==> src/rtl/rst_seq.sv <==
// Reset sequencer: filters PLL lock, holds all domains, then releases them in ascending order.
// Optional watchdog re-entry is compiled in with `define RST_SEQ_WDT_EN.
module rst_seq #(
    parameter int          N_DOM       = 3,
    parameter int          LOCK_FILT   = 4,
    parameter int          HOLD_CYCLES = 255,
    parameter int          STAGGER     = 16,
    parameter int          CNT_W       = 16,
    parameter logic [23:0] WDT_CYCLES  = 24'hFFFFFF
) (
    input  logic             i_clk,
    input  logic             i_reset,
    input  logic             i_pll_lock,
    input  logic             i_sw_rst_req,
    input  logic             i_wdt_en,
    input  logic             i_wdt_kick,
    output logic [N_DOM-1:0] o_rst_out,
    output logic             o_ready,
    output logic [1:0]       o_last_cause
);

    localparam int LF_W  = (LOCK_FILT > 1) ? $clog2(LOCK_FILT) : 1;
    localparam int IDX_W = (N_DOM > 1) ? $clog2(N_DOM) : 1;

    localparam logic [LF_W-1:0]  LF_MAX   = LF_W'(LOCK_FILT - 1);
    localparam logic [CNT_W-1:0] HOLD_MAX = CNT_W'(HOLD_CYCLES - 1);
    localparam logic [CNT_W-1:0] STAG_MAX = CNT_W'(STAGGER - 1);
    localparam logic [IDX_W-1:0] IDX_LAST = IDX_W'(N_DOM - 1);

    localparam logic [1:0] CAUSE_EXT  = 2'd0;
    localparam logic [1:0] CAUSE_LOCK = 2'd1;
    localparam logic [1:0] CAUSE_SW   = 2'd2;
    localparam logic [1:0] CAUSE_WDT  = 2'd3;

    typedef enum logic [1:0] {
        S_ASSERT  = 2'd0,
        S_HOLD    = 2'd1,
        S_RELEASE = 2'd2,
        S_RUN     = 2'd3
    } state_t;

    state_t            r_state;
    state_t            w_state_nxt;
    logic [N_DOM-1:0]  r_rst;
    logic [N_DOM-1:0]  w_rst_nxt;
    logic              r_ready;
    logic              w_ready_nxt;
    logic [1:0]        r_cause;
    logic [1:0]        w_cause_nxt;
    logic [CNT_W-1:0]  r_cnt;
    logic [CNT_W-1:0]  w_cnt_nxt;
    logic [IDX_W-1:0]  r_idx;
    logic [IDX_W-1:0]  w_idx_nxt;

    logic              r_lock_ok;
    logic [LF_W-1:0]   r_lock_cnt;
    logic              w_lock_fall;
    logic              w_wdt_exp;
    logic              w_sw_evt;
    logic              w_event;

    // Lock filter: counts consecutive samples that disagree with the filtered state.
    always_ff @(posedge i_clk) begin
        if (i_reset) begin
            r_lock_ok  <= 1'b0;
            r_lock_cnt <= '0;
        end else if (i_pll_lock == r_lock_ok) begin
            r_lock_cnt <= '0;
        end else if (r_lock_cnt == LF_MAX) begin
            r_lock_ok  <= i_pll_lock;
            r_lock_cnt <= '0;
        end else begin
            r_lock_cnt <= r_lock_cnt + LF_W'(1);
        end
    end

    // Loss is acted on at the same edge the filter reaches its threshold.
    assign w_lock_fall = r_lock_ok && !i_pll_lock && (r_lock_cnt == LF_MAX);

`ifdef RST_SEQ_WDT_EN
    logic [23:0] r_wdt;

    always_ff @(posedge i_clk) begin
        if (i_reset) begin
            r_wdt <= '0;
        end else if ((r_state == S_RUN) && i_wdt_en && !i_wdt_kick) begin
            r_wdt <= r_wdt + 24'd1;
        end else begin
            r_wdt <= '0;
        end
    end

    // A kick on the terminal edge suppresses expiry.
    assign w_wdt_exp = (r_state == S_RUN) && i_wdt_en && !i_wdt_kick
                       && (r_wdt == WDT_CYCLES - 24'd1);
`else
    wire w_unused = &{1'b0, i_wdt_en, i_wdt_kick, WDT_CYCLES};
    assign w_wdt_exp = 1'b0;
`endif

    assign w_sw_evt = (r_state == S_RUN) && i_sw_rst_req;
    assign w_event  = (r_state != S_ASSERT) && (w_lock_fall || w_wdt_exp || w_sw_evt);

    always_ff @(posedge i_clk) begin
        if (i_reset) begin
            r_state <= S_ASSERT;
            r_rst   <= '1;
            r_ready <= 1'b0;
            r_cause <= CAUSE_EXT;
            r_cnt   <= '0;
            r_idx   <= '0;
        end else begin
            r_state <= w_state_nxt;
            r_rst   <= w_rst_nxt;
            r_ready <= w_ready_nxt;
            r_cause <= w_cause_nxt;
            r_cnt   <= w_cnt_nxt;
            r_idx   <= w_idx_nxt;
        end
    end

    always_comb begin
        w_state_nxt = r_state;
        case (r_state)
            S_ASSERT: begin
                if (r_lock_ok) w_state_nxt = S_HOLD;
            end
            S_HOLD: begin
                if (w_event)
                    w_state_nxt = S_ASSERT;
                else if (r_cnt == HOLD_MAX)
                    w_state_nxt = (N_DOM == 1) ? S_RUN : S_RELEASE;
            end
            S_RELEASE: begin
                if (w_event)
                    w_state_nxt = S_ASSERT;
                else if ((r_cnt == STAG_MAX) && (r_idx == IDX_LAST))
                    w_state_nxt = S_RUN;
            end
            S_RUN: begin
                if (w_event) w_state_nxt = S_ASSERT;
            end
            default: w_state_nxt = S_ASSERT;
        endcase
    end

    always_comb begin
        w_rst_nxt   = r_rst;
        w_ready_nxt = r_ready;
        w_cause_nxt = r_cause;
        w_cnt_nxt   = r_cnt;
        w_idx_nxt   = r_idx;
        case (r_state)
            S_ASSERT: begin
                w_rst_nxt   = '1;
                w_ready_nxt = 1'b0;
                w_cnt_nxt   = '0;
            end
            S_HOLD: begin
                if (r_cnt == HOLD_MAX) begin
                    w_rst_nxt[0] = 1'b0;
                    w_idx_nxt    = IDX_W'(1);
                    w_cnt_nxt    = '0;
                    if (N_DOM == 1) w_ready_nxt = 1'b1;
                end else begin
                    w_cnt_nxt = r_cnt + CNT_W'(1);
                end
            end
            S_RELEASE: begin
                if (r_cnt == STAG_MAX) begin
                    w_rst_nxt[r_idx] = 1'b0;
                    w_cnt_nxt        = '0;
                    if (r_idx == IDX_LAST)
                        w_ready_nxt = 1'b1;
                    else
                        w_idx_nxt = r_idx + IDX_W'(1);
                end else begin
                    w_cnt_nxt = r_cnt + CNT_W'(1);
                end
            end
            default: ;
        endcase
        // Any event overrides sequencing and reasserts every domain, including released ones.
        if (w_event) begin
            w_rst_nxt   = '1;
            w_ready_nxt = 1'b0;
            w_cnt_nxt   = '0;
            w_idx_nxt   = '0;
            if (w_lock_fall)
                w_cause_nxt = CAUSE_LOCK;
            else if (w_wdt_exp)
                w_cause_nxt = CAUSE_WDT;
            else
                w_cause_nxt = CAUSE_SW;
        end
    end

    assign o_rst_out    = r_rst;
    assign o_ready      = r_ready;
    assign o_last_cause = r_cause;

endmodule

==> config.mk <==
export PLATFORM = sky130hd
export DESIGN_NAME = rst_seq
export DESIGN_NICKNAME = d
export VERILOG_FILES = /design/src/rtl/rst_seq.sv
export SDC_FILE = /design/constraint.sdc
export NUM_CORES = 1
export LEC_CHECK = 0
export CAP_MARGIN = 20
export CORE_MARGIN = 3
export CORE_UTILIZATION = 45
export CTS_CLUSTER_SIZE = 28
export DETAILED_ROUTE_END_ITERATION = 12
export DONT_BUFFER_PORTS = 1
export PLACE_DENSITY = 0.69
export SLEW_MARGIN = 30
export SYNTH_ARGS = -nofsm -noshare
export SYNTH_HDL_FRONTEND = slang
export SYNTH_SLANG_ARGS = --single-unit
==> constraint.sdc <==
create_clock -name i_clk -period 4 [get_ports i_clk]
set_input_delay 0.8 -clock i_clk [delete_from_list [all_inputs] [get_ports i_clk]]
set_output_delay 0.8 -clock i_clk [all_outputs]
set_load 0.05 [all_outputs]
==> results.py <==
metrics = {
    "placement": {
        "io_buffers": 0,
        "pre_cts_ws_ns": 1.745,
        "dp_hpwl_um": 2342,
        "place_congestion": 0.8107,
    },
    "drt": {
        "first_pass_iters": 5,
        "drc": 0,
        "wl_um": 3220,
        "drt_iter0_drc": 76,
        "vias": 1375,
        "vias_per_cell": 5.826,
        "drtAntennaViolNets": 0,
        "wl_per_cell_um": 13.64,
    },
    "synth": {
        "syn_inst": 186,
        "synthArstFlopShare_pct": 0,
        "yosysMostFrequentCell": "dfxtp_1",
        "synth_cell_types": 46,
        "synth_top_cell_area_share_pct": 35.75,
        "ys_top_cells_by_count": "dfxtp_1 (29), nor2_1 (23), ha_1 (12), nand3_1 (12)",
        "yosys_warnings": 0,
        "synth_edf_count": 0,
        "seq_area_frac_synth_pct": 35.75,
        "synth_area_leaders": "dfxtp_1 (36%), ha_1 (9.2%), nor2_1 (5.3%)",
        "netlist_area_mm2": 0.001624,
        "synth_ff_type": "dfxtp_1",
        "synth_area_per_cell_um2": 8.731,
        "syn_nets": 204,
        "ys_ff_latch": 29,
        "synth_top_area_cell": "dfxtp_1",
    },
    "setup_path": {
        "cpPeakStageDelay_ns": 0.62,
        "end_kind": "flop",
        "crit_path_top_delay_cell": "o41ai_4",
        "worstPathArrival_ns": 2.53,
        "r2r-end": "r_cnt[15]",
        "critPathRequiredTime_ns": 4.24,
        "critical_path_class": "flop to flop",
        "crit_top_cell": "a22o_1",
        "r2r-start": "r_cnt[12]",
        "rrSetupSlack_ns": 1.71,
        "start_kind": "flop",
        "cp_max_fo": 8,
        "ff2ff_path_depth": 5,
        "path_cells": "or4_4, o41ai_4, a21oi_2, a22o_1, a22o_1",
    },
    "sta": {
        "worstMarginPinSlew_ns": 0.5729,
        "post-route-min-period_ns": 2.290,
        "clock_skew_ns": 0.007018,
        "setup_tns_ns": 0,
        "relSlewSlack_pct": 61.45,
        "hold_slack_ns": 0.4324,
        "setup_viol": 0,
        "min_period_over_period_pct": 57.24,
        "hold_viol": 0,
        "maxSlewViolCount": 0,
        "fmax_ghz": 0.4368,
        "rsz0062_at_grt": "false",
        "setup_slack_ns": 1.710,
    },
    "layout": {
        "area_growth_pct": 4.776,
        "antenna_cells": 0,
        "fin_util_pct": 49.82,
        "multiInputGateArea_um2": 973.4,
        "finalNetCount": 207,
        "ff_latch_area_um2": 580.6,
        "drive_gt1_share_pct": 8.947,
        "fill_cells": 332,
    },
    "clock_tree": {
        "cts-buffers-inserted": 5,
        "clk_pin_slew_ns": 0.09,
        "ctsResizeCount": 0,
        "clkLatencyLatePin_ns": 0.33,
        "cts_root_buf": "clkbuf_4",
        "clock_sinks": 29,
        "postCtsSetupBuffers": 0,
        "cts_tree": "done",
        "cts_htree_levels": 2,
        "clk_path_buf_depth": 2,
        "cts_hold_buf": 0,
    },
    "pwr": {
        "powerDensity_mw_per_mm2": 395.7,
        "vdd_drop_max_v": 0.0002206,
        "leakage_nw": 0.5710,
    },
    "die": {
        "dieArea_mm2": 0.004366,
        "die_y_um": 66.08,
        "rows": 21,
        "die_x_um": 66.08,
        "core_mm2": 0.003416,
        "start_util_pct": 47.55,
        "io-pin-count": 12,
    },
    "global_routing": {
        "grt_usage_pct": 16.92,
        "grt_pass1_vias": 1330,
        "antenna_found_initial": 0,
        "grt_pass1_wl_um": 5616,
        "grt_max_degree": 23,
        "grt_overflow_total": 0,
    },
    "hold_path": {
        "hp-class": "flop to flop",
        "hold_end": "r_lock_cnt[0]",
        "hold_path_depth": 1,
        "worstHoldStart": "r_lock_cnt[0]",
    },
    "run_status": {
        "status": "complete, no violations",
    },
    "job": {
        "cap_violations": 0,
    },
}
[per-stage QoR]
stage / power (mW) / cells / area [um2]
2_1_floorplan: 0.4717 / 186 / 1624
3_3_place_gp: 0.4987 / 228 / 1653
6_report: 0.6733 / 236 / 1702
4_1_cts: 0.6807 / 236 / 1702
5_1_grt: 0.7153 / 236 / 1702
3_5_place_dp: 0.5059 / 228 / 1653
[layout by cell type (no fill, tap or decap), types with 2 or more instances in the layout]
cell type  count
a21oi_1       11
a22o_1         4
a22oi_1        3
clkbuf_1       3
clkbuf_4       5
dfxtp_1       29
ha_1          12
inv_1          9
mux2i_1        2
nand2_1       11
nand3_1       12
nand3b_1       2
nand4_1        5
nor2_1        23
nor2b_1        3
nor3_1         5
nor4_1         4
o21a_1         2
o21ai_0        7
o311ai_1       2
or3_1          2
or4_4          2
xnor2_1        6
xor2_1         4
[report_power, final]
part | switching (mW) | total [mW] | leakage [nW] | internal (mW)
logic | 0.109 | 0.180 | 0.310 | 0.0704
clock network | 0.0999 | 0.170 | 0.0265 | 0.0699
registers | 0.0208 | 0.324 | 0.234 | 0.303
total | 0.230 | 0.673 | 0.571 | 0.443
[worst max-delay path: cells and delay by family, from the launching register on]
kind,cells,cell delay [ns]
AO/OA/AOI/OAI,4,1.23
AND/OR/NAND/NOR,1,0.60
flip-flops,1,0.37
[how the worst max path moves through the flow]
| stage | slack [ns] | to | depth (start not counted) | startpoint |
|---|---|---|---|---|
| after floorplan | 1.93 | r_cnt[15] | 5 | r_cnt[12] |
| final | 1.71 | r_cnt[15] | 5 | r_cnt[12] |
| after global routing | 1.61 | r_cnt[3] | 5 | r_cnt[12] |
| after detailed placement | 1.75 | r_idx[0] | 7 | i_pll_lock |
| after CTS | 1.74 | r_cnt[15] | 5 | r_cnt[12] |
| after global placement | 1.78 | r_cnt[13] | 5 | r_cnt[12] |
[logic make-up after synthesis]
family | share of synthesized area, %
multiplexers | 1.233
AO/OA/AOI/OAI | 20.19
buffers and inverters | 4.314
AND/OR/NAND/NOR | 23.88
XOR/XNOR | 5.393
flip-flops | 35.75
adder cells (fa/ha/maj) | 9.245
[registers in the layout, summed over array words and instances (netlist names)]
| signal | count |
|---|---|
| o_ready | 1 |
| o_rst_out | 3 |
| o_last_cause | 2 |
| r_cnt | 16 |
| r_state | 2 |
| r_lock_ok | 1 |
| r_lock_cnt | 2 |
| r_idx | 2 |
[layout make-up]
| cell class | instances | area share [%] |
|---|---|---|
| flip-flops and latches | 29 | 34.12 |
| inverters | 9 | 1.985 |
| repair buffers | 1 | 0.4412 |
| well taps | 46 | 3.382 |
| clock buffers | 8 | 2.868 |
| multi-input cells | 143 | 57.21 |
[routing by layer]
layer / up-vias / track usage [%] / routed length (um)
li1: 682 / - / -
met1: 659 / 19.18 / 1454
met2: 27 / 27.66 / 1536
met3: 7 / 5.102 / 160
met4: 0 / 10.41 / 69
met5: - / 0 / 0
No activity file was read; power rests on OpenSTA's default activity.
==> patch, RTL diff (same settings) <==
Build with the macro `RST_SEQ_WDT_EN` defined.
--- a/src/rtl/rst_seq.sv
+++ b/src/rtl/rst_seq.sv
@@ -1,4 +1,6 @@
 // Reset sequencer: filters PLL lock, holds all domains, then releases them in ascending order.
 // Optional watchdog re-entry is compiled in with `define RST_SEQ_WDT_EN.
+`define RST_SEQ_WDT_EN
+
 module rst_seq #(
     parameter int          N_DOM       = 3,
Formal check against the unedited RTL: same outputs for any inputs over 10 cycles, from zero or initial values and one cycle with i_reset high; that may be too few to reach the edited logic, so the function may still have changed.
==> patch against the original RTL <==
Worst setup slack got worse by 0.35 ns; routed wire length rose by 40%; largest cell class unchanged; cell count rose by 56%; combinational power fell by 68%; core utilization fell by 0.61 points; design area rose by 60%; hold slack got worse by 0.00084 ns; critical endpoint is now r_cnt[11]; sequential cell count rose by 24; critical path depth rose by 1; power rose by 30%; area after synthesis rose by 60%.
==> patch: results (changes against the original RTL) <==
- Outcome: finished clean
- Number of synthesized register bits: 53 (+83%)
- Synth cell count leaders: 53 x dfxtp_1, 49 x nor2_1, 27 x nand2_1
- Cells after DPL: 362 (+59%)
- DP Worst Slack: 1.35 ns (-0.396 ns)
- Mux cell area share after synthesis: 0.435% (-0.80 points)
- Worst Path Arrival: 2.81 ns (+0.28 ns)
- Sequential cell area share: 38.9% (+4.8 points)
- Sequential power share: 61.8% (+14 points)
- GR Util met3: 4.50% (-0.61 points)
- Design Area, Final: 2730 µm² (+60%)
- Biggest register: r_wdt
- Compound-Gate Fraction of Synth Area: 11.1% (-9.1 points)
- Met1 usage: 20.4% (+1.2 points)
- Routed length on met2: 1920 µm (+25%)
- # nets final: 316 (+53%)
- Invs w/o clock: 16 (+7)
- Finished Layout Cells: 368 (+56%)
- DR pass1 iterations: 4 (-1)
- Initial DRC count: 112 (+47%)
- Synth cell types: 49 (+6.5%)
- Switching Fraction: 23.3% (-11 points)
- Wire length on met3: 188 µm (+18%)
- GRT Total Usage: 14.5% (-2.4 points)
- Final WL: 4490 µm (+40%)
- Final Skew: 0.00535 ns (-0.00167 ns)
- Leak pwr: 0.837 nW (+47%)
- Clock share of power: 31.6% (+6.4 points)
- Multi-input combinational area share: 52.6% (-4.6 points)
- Sequential area share after synthesis: 40.9% (+5.2 points)
- Slowest CP cell: or4b_2
- Largest net degree at the start of global routing: 25 (+8.7%)
[patch: changes by cell type in the layout (fill, tap and decap cells not counted), moves of 4 or more]
cell / before / now
nor2_1: 23 / 49
dfxtp_1: 29 / 53
nand2_1: 11 / 27
xor2_1: 4 / 17
xnor2_1: 6 / 14
inv_1: 9 / 16
clkbuf_4: 5 / 0
clkbuf_8: 0 / 5
nand4_1: 5 / 10
a22o_1: 4 / 0
[patch: kinds of logic (layout without fill, tap and decap cells)]
kind of cell	Yosys count	in the layout
xor+xnor	31	31
simple gates	138	138
mux	1	1
flops	53	53
fa+ha+maj	13	13
compound gates	37	37
buf+inv	25	23
[patch: final timing paths]
kind                               startpoint       endpoint  slack (ns)  cells past startpoint
worst max-delay path                 r_cnt[1]      r_cnt[11]        1.36                      6
worst min-delay path            r_lock_cnt[0]  r_lock_cnt[0]        0.43                      1
worst max register to register       r_cnt[1]      r_cnt[11]        1.36                      6
worst min register to register  r_lock_cnt[0]  r_lock_cnt[0]        0.43                      1
